$ cat src/rtl/mem_wb_stage.sv
// MEM->WB pipeline register of the rv32i core.
// Captures M-stage control and data, extracts and extends load data, and
// drives the writeback result mux and the register-file write port.
// Optional feature macro: MEMWB_RETIRE_CNT_EN (retired-instruction counter).
module mem_wb_stage #(
  parameter int XLEN  = 32,
  parameter int CNT_W = 64
) (
  input  logic              clk_i,
  input  logic              reset_i,
  input  logic              ValidM_i,
  input  logic              RegWriteM_i,
  input  logic [1:0]        ResultSrcM_i,
  input  logic [2:0]        Funct3M_i,
  input  logic [XLEN-1:0]   ALUResultM_i,
  input  logic [XLEN-1:0]   ReadDataM_i,
  input  logic [4:0]        RdM_i,
  input  logic [XLEN-1:0]   PCPlus4M_i,
  input  logic              StallW_i,
  input  logic              FlushW_i,
  output logic              ValidW_o,
  output logic              RegWriteW_o,
  output logic [4:0]        RdW_o,
  output logic [XLEN-1:0]   ResultW_o,
  output logic              MisalignW_o,
  output logic [CNT_W-1:0]  RetireCountW_o
);

  localparam logic [2:0] F3_LB  = 3'b000;
  localparam logic [2:0] F3_LH  = 3'b001;
  localparam logic [2:0] F3_LW  = 3'b010;
  localparam logic [2:0] F3_LBU = 3'b100;
  localparam logic [2:0] F3_LHU = 3'b101;

  localparam logic [1:0] SRC_ALU  = 2'b00;
  localparam logic [1:0] SRC_LOAD = 2'b01;
  localparam logic [1:0] SRC_PC4  = 2'b10;

  logic            valid_q,      valid_d;
  logic            regwrite_q,   regwrite_d;
  logic [4:0]      rd_q,         rd_d;
  logic [1:0]      result_src_q, result_src_d;
  logic [XLEN-1:0] alu_result_q, alu_result_d;
  logic [XLEN-1:0] load_data_q,  load_data_d;
  logic [XLEN-1:0] pc_plus4_q,   pc_plus4_d;
  logic            misalign_q,   misalign_d;

  logic [1:0]      addr_lo;
  logic [7:0]      byte_sel;
  logic [15:0]     half_sel;
  logic [XLEN-1:0] load_ext;
  logic            misalign_raw;
  logic            misalign_m;
  logic [XLEN-1:0] load_data_m;

  assign addr_lo = ALUResultM_i[1:0];

  // Load extraction and misalignment detection from the raw M-stage word.
  always_comb begin
    byte_sel     = ReadDataM_i[7:0];
    half_sel     = addr_lo[1] ? ReadDataM_i[31:16] : ReadDataM_i[15:0];
    load_ext     = ReadDataM_i;
    misalign_raw = 1'b0;
    case (addr_lo)
      2'd0:    byte_sel = ReadDataM_i[7:0];
      2'd1:    byte_sel = ReadDataM_i[15:8];
      2'd2:    byte_sel = ReadDataM_i[23:16];
      default: byte_sel = ReadDataM_i[31:24];
    endcase
    case (Funct3M_i)
      F3_LB:  load_ext = {{(XLEN-8){byte_sel[7]}}, byte_sel};
      F3_LBU: load_ext = {{(XLEN-8){1'b0}}, byte_sel};
      F3_LH: begin
        load_ext     = {{(XLEN-16){half_sel[15]}}, half_sel};
        misalign_raw = addr_lo[0];
      end
      F3_LHU: begin
        load_ext     = {{(XLEN-16){1'b0}}, half_sel};
        misalign_raw = addr_lo[0];
      end
      F3_LW: begin
        load_ext     = ReadDataM_i;
        misalign_raw = (addr_lo != 2'b00);
      end
      default: load_ext = ReadDataM_i;
    endcase
    // The misalign flag only matters for a real instruction selecting load data.
    misalign_m  = misalign_raw & ValidM_i & (ResultSrcM_i == SRC_LOAD);
    load_data_m = misalign_m ? '0 : load_ext;
  end

  // Next-state selection: flush beats stall beats a normal capture.
  always_comb begin
    valid_d      = valid_q;
    regwrite_d   = regwrite_q;
    rd_d         = rd_q;
    result_src_d = result_src_q;
    alu_result_d = alu_result_q;
    load_data_d  = load_data_q;
    pc_plus4_d   = pc_plus4_q;
    misalign_d   = misalign_q;
    if (FlushW_i) begin
      valid_d      = 1'b0;
      regwrite_d   = 1'b0;
      rd_d         = '0;
      result_src_d = '0;
      alu_result_d = '0;
      load_data_d  = '0;
      pc_plus4_d   = '0;
      misalign_d   = 1'b0;
    end else if (!StallW_i) begin
      valid_d      = ValidM_i;
      regwrite_d   = RegWriteM_i & ValidM_i & ~misalign_m;
      rd_d         = RdM_i;
      result_src_d = ResultSrcM_i;
      alu_result_d = ALUResultM_i;
      load_data_d  = load_data_m;
      pc_plus4_d   = PCPlus4M_i;
      misalign_d   = misalign_m;
    end
  end

  // W-stage register bank with synchronous reset.
  always_ff @(posedge clk_i) begin
    if (reset_i) begin
      valid_q      <= 1'b0;
      regwrite_q   <= 1'b0;
      rd_q         <= '0;
      result_src_q <= '0;
      alu_result_q <= '0;
      load_data_q  <= '0;
      pc_plus4_q   <= '0;
      misalign_q   <= 1'b0;
    end else begin
      valid_q      <= valid_d;
      regwrite_q   <= regwrite_d;
      rd_q         <= rd_d;
      result_src_q <= result_src_d;
      alu_result_q <= alu_result_d;
      load_data_q  <= load_data_d;
      pc_plus4_q   <= pc_plus4_d;
      misalign_q   <= misalign_d;
    end
  end

  // Writeback result mux; the reserved encoding yields zero.
  always_comb begin
    ResultW_o = '0;
    case (result_src_q)
      SRC_ALU:  ResultW_o = alu_result_q;
      SRC_LOAD: ResultW_o = load_data_q;
      SRC_PC4:  ResultW_o = pc_plus4_q;
      default:  ResultW_o = '0;
    endcase
  end

  assign ValidW_o    = valid_q;
  assign RegWriteW_o = regwrite_q;
  assign RdW_o       = rd_q;
  assign MisalignW_o = misalign_q;

`ifdef MEMWB_RETIRE_CNT_EN
  logic [CNT_W-1:0] retire_cnt_q, retire_cnt_d;

  // Count real instructions entering W; flush and stall cycles do not count.
  always_comb begin
    retire_cnt_d = retire_cnt_q;
    if (!FlushW_i && !StallW_i && ValidM_i) begin
      retire_cnt_d = retire_cnt_q + CNT_W'(1);
    end
  end

  // Retire counter register, wraps naturally at 2^CNT_W.
  always_ff @(posedge clk_i) begin
    if (reset_i) begin
      retire_cnt_q <= '0;
    end else begin
      retire_cnt_q <= retire_cnt_d;
    end
  end

  assign RetireCountW_o = retire_cnt_q;
`else
  assign RetireCountW_o = '0;
`endif

endmodule
$ cat config.mk
export PLATFORM = sky130hd
export DESIGN_NAME = mem_wb_stage
export DESIGN_NICKNAME = d
export VERILOG_FILES = /design/src/rtl/mem_wb_stage.sv
export SDC_FILE = /design/constraint.sdc
export NUM_CORES = 1
export LEC_CHECK = 0
export ABC_CLOCK_PERIOD_IN_PS = 2000
export CORE_ASPECT_RATIO = 0.5
export CORE_MARGIN = 2
export CORE_UTILIZATION = 44
export DETAILED_ROUTE_END_ITERATION = 8
export HOLD_SLACK_MARGIN = 0.12
export PLACE_DENSITY = 0.8
export SYNTH_ARGS = -nofsm -noshare
export SYNTH_HDL_FRONTEND = slang
export SYNTH_SLANG_ARGS = --single-unit
export TNS_END_PERCENT = 100
$ cat constraint.sdc
create_clock -name clk_i -period 2 [get_ports clk_i]
set_clock_uncertainty 0.1 [all_clocks]
set_input_delay 0.4 -clock clk_i [delete_from_list [all_inputs] [get_ports clk_i]]
set_output_delay 0.4 -clock clk_i [all_outputs]
set_load 0.03 [all_outputs]
==> results of run 1 <==
placed cells by master, fill, tap and decap left out, types with 4 or more instances in the layout:
| master | synthesis | routed |
|---|---|---|
| buf_6 | 3 | 11 |
| clkdlybuf4s50_1 | 0 | 114 |
| o21ai_0 | 56 | 26 |
| buf_12 | 0 | 13 |
| inv_1 | 4 | 4 |
| nand2_1 | 52 | 36 |
| o21ai_2 | 10 | 28 |
| mux2i_2 | 0 | 10 |
| o21ai_1 | 6 | 17 |
| dfxtp_1 | 106 | 104 |
| o31ai_1 | 7 | 5 |
| nor2_1 | 95 | 94 |
| conb_1 | 1 | 64 |
| mux2i_1 | 108 | 96 |
| clkbuf_16 | 0 | 13 |
| dlymetal6s2s_1 | 0 | 4 |
| a21oi_1 | 8 | 8 |
| buf_4 | 66 | 57 |
| nand2_2 | 0 | 13 |
| a211o_1 | 5 | 5 |
| and3b_1 | 5 | 5 |
| a221o_1 | 7 | 7 |
| nand3_1 | 16 | 16 |
| nor3_1 | 6 | 6 |
power by group:
group / internal [mW] / total [mW] / switching (mW)
Combinational: 0.517 / 1.13 / 0.617
Sequential: 2.18 / 2.23 / 0.0521
Clock: 1.24 / 2.06 / 0.824
Total: 3.94 / 5.43 / 1.49
final cells by class:
cell class | count | area share, %
multi-input combinational | 477 | 39.9
inverter | 4 | 0.185
clock buffer | 9 | 2.78
timing repair buffer | 206 | 26.7
sequential | 106 | 26.3
clock inverter | 7 | 1.56
tap | 170 | 2.63
cells by family after synthesis:
kind of cell / share of synthesized area (%)
other cells: 0.0671
mux: 20.5
flops: 38.0
compound gates: 13.1
simple gates: 15.6
buf+inv: 12.7
what timing repair did:
item,in CTS,in global routing
setup buffers,0,2
setup endpoints to repair,9,60
cloned,1,6
resized for setup,8,71
pin swaps,0,6
hold buffers,0,0
flip-flops by register name, summed over array words and instances (netlist names):
register and flops:
MisalignW_o 1, RdW_o 5, RegWriteW_o 1, ValidW_o 1, alu_result_q 32, load_data_q 32
pc_plus4_q 32, result_src_q 2
synth_stat cells, types with 2 or more instances:
cell type and number:
mux2i_1 108, dfxtp_1 106, nor2_1 95, buf_4 66, o21ai_0 56, nand2_1 52
clkbuf_1 26, nand3_1 16, buf_2 12, o21ai_2 10, a21oi_1 8, a221o_1 7
o31ai_1 7, nor3_1 6, o21ai_1 6, a211o_1 5, and3b_1 5, inv_1 4
nor2b_1 4, buf_6 3, mux4_2 3, nand2b_1 3, and3_1 2, buf_1 2
o311ai_4 2
through the flow:
stage | worst slack (ns) | cell area, um^2 | util (%) | std cells | total power [mW]
after floorplan | 0.0982 | 5830 | - | 695 | 2.96
after global routing | -0.0872 | 8100 | 64.7 | 979 | 5.61
final | -0.0521 | 8100 | 64.7 | 979 | 5.43
after global placement | -0.329 | 7280 | 58.2 | 954 | 3.31
after detailed placement | -0.360 | 7280 | 58.2 | 954 | 3.33
after CTS | -0.0348 | 7700 | 61.5 | 971 | 5.38
worst min-delay path, cell delays in order (launching register included):
cell and delay (ns):
dfxtp_1 0.32, nand2_1 0.05, o31ai_1 0.05
final timing paths:
check	endpoint	slack, ns	cells after the start
worst min register to register	load_data_q[0]	0.37	2
worst max-delay path	ResultW_o[8]	-0.05	6
worst min-delay path	load_data_q[0]	0.37	2
worst max register to register	result_src_q[0]	0.92	3
routing by layer:
layer	track usage [%]	vias up	wire (um)
li1	-	2401	-
met1	29.4	2391	7140
met2	40.0	224	8290
met3	4.82	24	1350
met4	6.11	0	254
met5	0	-	0
==> metrics.csv, run 1 <==
stage,metric,value,unit
timing,fin_ws,-0.0521,ns
cells_and_area,finalNetCount,916,
placement,place_hpwl,11600,um
placement,port_buffers,151,
cts,clockRootBuffer,clkbuf_16,
cells_and_area,area_growth,44.8,%
global_routing,grt_pass1_vias,4775,
detailed_routing,drt_iter0_drc,428,
cells_and_area,regArea,2130,um^2
global_routing,grt_overflow,0,
timing,fin_setup_tns,-0.481,ns
synth,ys.flop_type,dfxtp_1,
cts,clk_path_buf_depth,2,
min_path,hp-start,load_data_q[0],
cells_and_area,multi_input_area,3230,um^2
power,leakagePower,3.42,nW
floorplanning,core_area,12500,um^2
cts,cts_sinks,106,
cts,clk_pin_slew,0.07,ns
floorplanning,rows,29,
synth,synth_top_area_share,38.0,%
setup_path,start_kind,register,
setup_path,max_stage_delay,0.41,ns
status,violations,setup timing,
synth,synthCells,632,
floorplanning,initial_utilization,44.7,%
synth,ys_seq_area_share,38.0,%
setup_path,cp_cell_sequence,"nor2b_4, buf_12, clkbuf_16, nand2_2, o21ai_4, buf_12",
timing,holdWs,0.368,ns
power,ir_drop,0.424,mV
synth,ys_types,43,
detailed_routing,dr.pass1.iters,5,
power,powerDensity,671,nW/um^2
setup_path,startpoint,result_src_q[0],
global_routing,track_usage,23.1,%
setup_path,path_delay_family,buffers and inverters,
setup_path,criticalPathCategory,reg -> out,
timing,min_period,2.05,ns
floorplanning,die-area,13700,um^2
synth,syn_area_per_cell,8.85,um^2
status,status,"finished, violations left",
synth,synth_area_leaders,"dfxtp_1 38%, mux2i_1 19%, buf_4 8.9%",
detailed_routing,wl,17000,um
synth,netlist_area,5590,um^2
cells_and_area,fillers,1019,
setup_path,critPathArrivalTime,1.55,ns
timing,setup_violations,30,
floorplanning,die_y,83.7,um
setup_path,path_buf_inv,3,
detailed_routing,final_antenna_net_count,0,
setup_path,cp_slowest_cell,dfxtp_4,
detailed_routing,vias,5040,
global_routing,antenna_found_initial,0,
placement,gp_congestion,0.923,
setup_path,required,1.50,ns
global_routing,grt_max_degree,69,
synth,synth_top_area_cell,dfxtp_1,
cts,cts_made_buffers,9,
floorplanning,io_pins,216,
setup_path,critPathMaxFanout,8,
setup_path,path_common_cell,buf_12,
global_routing,grt_pass1_wl,24800,um
detailed_routing,wl_per_cell,17.4,um
cts,htree_levels,3,
synth,synth_seq_cells,106,
timing,max_freq,487,MHz
timing,final-max-slew-violation-count,0,
setup_path,crit_path_end_kind,output port,
cts,clock_latency,0.34,ns
timing,rsz0062_at_grt,yes,
cts,cts_tree,done,
timing,timing.final.crit_share,103,%
synth,synth_edf_count,0,
timing,finalHoldViolations,0,
min_path,hold_path.class,reg -> reg,
synth,yosysWarnings,0,
job,max_cap_violations,0,
floorplanning,die_width,163,um
cells_and_area,drive_gt1_share,22.5,%
synth,synthArstFlopShare,0,%
detailed_routing,route.detailed.drc,0,
cells_and_area,num_antenna_cells,0,
setup_path,worstReg2RegStart,result_src_q[0],
detailed_routing,vias_per_cell,5.15,
No activity file was read; power rests on OpenSTA's default activity.
==> inputs of run 2 (changes only) <==
CELL_PAD_IN_SITES_DETAIL_PLACEMENT = 1   (was default)
CELL_PAD_IN_SITES_GLOBAL_PLACEMENT = 1   (was default)
CORE_UTILIZATION = 32   (was 44)
PLACE_DENSITY = default   (was 0.8)
PLACE_DENSITY_LB_ADDON = 0.1   (was default)
==> metrics.csv, run 2 (synthesis results as in run 1) <==
stage,metric,value,unit,change
cells_and_area,drive_gt1_share,18.4,%,-4.1 points
setup_path,path_delay_family,flip-flops,,
cts,cts_tree,done,,
cts,cts_sinks,106,,unchanged
power,ir_drop,0.448,mV,+5.7%
detailed_routing,wl_per_cell,17.7,um,+1.6%
cells_and_area,utilization,45.8,%,-19 points
placement,place_hpwl,13100,um,+13%
setup_path,start_kind,register,,
setup_path,crit_cells,4,,-2
global_routing,track_usage,19.6,%,-3.6 points
timing,finalHoldViolations,0,,unchanged
detailed_routing,drt_iter0_drc,188,,-56%
timing,rsz0062_at_grt,yes,,
power,leakagePower,3.25,nW,-5.0%
floorplanning,initial_utilization,32.5,%,-12 points
detailed_routing,vias,4831,,-4.1%
status,violations,setup timing,,
cells_and_area,num_antenna_cells,0,,unchanged
global_routing,grt_max_degree,93,,+35%
timing,holdWs,0.381,ns,+0.0135 ns
placement,port_buffers,151,,unchanged
min_path,hold_path.class,reg -> reg,,
timing,max_freq,496,MHz,+1.9%
setup_path,r2r_cells,3,,unchanged
cells_and_area,largest_registers,"alu_result_q (32), load_data_q (32), pc_plus4_q (32)",,
detailed_routing,wl,18200,um,+7.0%
status,status,"finished, violations left",,
floorplanning,die_width,191,um,+17%
global_routing,grt_pass1_wl,27900,um,+12%
detailed_routing,route.detailed.drc,0,,unchanged
timing,relSlewSlack,50.8,%,
floorplanning,rows,34,,+17%
placement,dp_slack,-0.377,ns,-0.0168 ns
cts,clockRootBuffer,clkbuf_16,,
cells_and_area,finalNetCount,904,,-1.3%
timing,min_period,2.01,ns,-0.0373 ns
power,totalPowerFinal,5.08,mW,-6.5%
setup_path,max_stage_delay,0.43,ns,+0.02 ns
setup_path,path_common_cell,buf_12,,
setup_path,path_buf_inv,2,,-1
floorplanning,core_area,17200,um^2,+38%
cts,clock_latency,0.35,ns,about the same
detailed_routing,vias_per_cell,4.69,,-9.0%
setup_path,cp_cell_sequence,"buf_12, mux2i_4, o21ai_2, buf_12",,
floorplanning,die-area,18600,um^2,+36%
detailed_routing,final_antenna_net_count,0,,unchanged
cts,clk_pin_slew,0.07,ns,about the same
job,max_cap_violations,0,,unchanged
timing,setup_violations,5,,-83%
cells_and_area,final_cell_mix,"114 x clkdlybuf4s50_1, 104 x dfxtp_1, 94 x mux2i_1, 94 x nor2_1, 64 x conb_1",,
floorplanning,die_y,97.5,um,+16%
cells_and_area,mostFrequentLayoutCell,clkdlybuf4s50_1,,
timing,final-max-slew-violation-count,0,,unchanged
detailed_routing,dr.pass1.iters,4,,-1
setup_path,required,1.50,ns,about the same
setup_path,critPathMaxFanout,7,,-1
global_routing,antenna_found_initial,1,,+1
setup_path,criticalPathCategory,reg -> out,,
power,powerDensity,643,nW/um^2,-4.2%
cts,htree_levels,3,,unchanged
timing,worst_pin_slew,0.737,ns,
cts,cts_made_buffers,9,,unchanged
timing,timing.final.crit_share,101,%,-1.9 points
timing,fin_ws,-0.0148,ns,+0.0373 ns
global_routing,grt_overflow,0,,unchanged
setup_path,cp_slowest_cell,dfxtp_4,,
setup_path,crit_path_end_kind,output port,,
min_path,whs_path_depth,2,,unchanged
placement,gp_congestion,0.918,,-0.62%
setup_path,critPathArrivalTime,1.51,ns,-0.04 ns
cts,clk_path_buf_depth,2,,unchanged
floorplanning,io_pins,216,,unchanged
cells_and_area,area_growth,41.2,%,
global_routing,grt_pass1_vias,4935,,+3.4%
run 2: worst paths after layout:
kind	from	end	slack [ns]
worst max-delay path	result_src_q[0]	ResultW_o[1]	-0.01
worst min-delay path	load_data_q[16]	load_data_q[16]	0.38
worst max register to register	result_src_q[1]	result_src_q[1]	0.92
worst min register to register	load_data_q[16]	load_data_q[16]	0.38
run 2: timing repair:
action                                 4_1_cts  5_1_grt
endpoints found under the hold margin        0        0
resized for setup                           34       29
setup endpoints to repair                   23       62
setup buffers                                4        0
hold buffers                                 0        0
cloned                                       3        1
pin swaps                                    2        2
run 2: cell type report:
| type | count | area (um^2) |
|---|---|---|
| Sequential cell | 106 | 2130 |
| Timing Repair Buffer | 195 | 1980 |
| Tap cell | 234 | 293 |
| Clock buffer | 11 | 243 |
| Inverter | 4 | 15.0 |
| Multi-Input combinational cell | 476 | 3200 |
| Fill cell | 1970 | 9330 |
| Clock inverter | 5 | 36.3 |
run 2: where the power goes:
group,total [mW],switching [mW],leakage (nW),internal (mW)
clock network,1.74,0.846,0.140,0.889
logic,1.11,0.608,2.25,0.498
registers,2.23,0.0522,0.865,2.18
total,5.08,1.51,3.25,3.57
run 2: routing by layer:
| metal | share of wire, % | up-vias | track usage, % |
|---|---|---|---|
| met4 | 0.58 | 0 | 3.34 |
| met1 | 47 | 2295 | 27.5 |
| li1 | - | 2365 | - |
| met3 | 7.4 | 7 | 4.69 |
| met2 | 45 | 164 | 30.7 |
| met5 | 0 | - | 0 |
run 2: stage by stage:
step           std cells  area, um^2  setup TNS, ns
2_1_floorplan        695        5830              0
3_3_place_gp        1011        7310         -11.53
3_5_place_dp        1011        7310         -14.65
4_1_cts             1034        7850         -0.688
5_1_grt             1031        7900          -1.46
6_report            1031        7900        -0.0307
run 2: worst register-to-register path, stage by stage, from the launching register on:
cell and delay, ns:
dfxtp_2 0.34, buf_6 0.31, mux2i_1 0.16, nor2_1 0.10
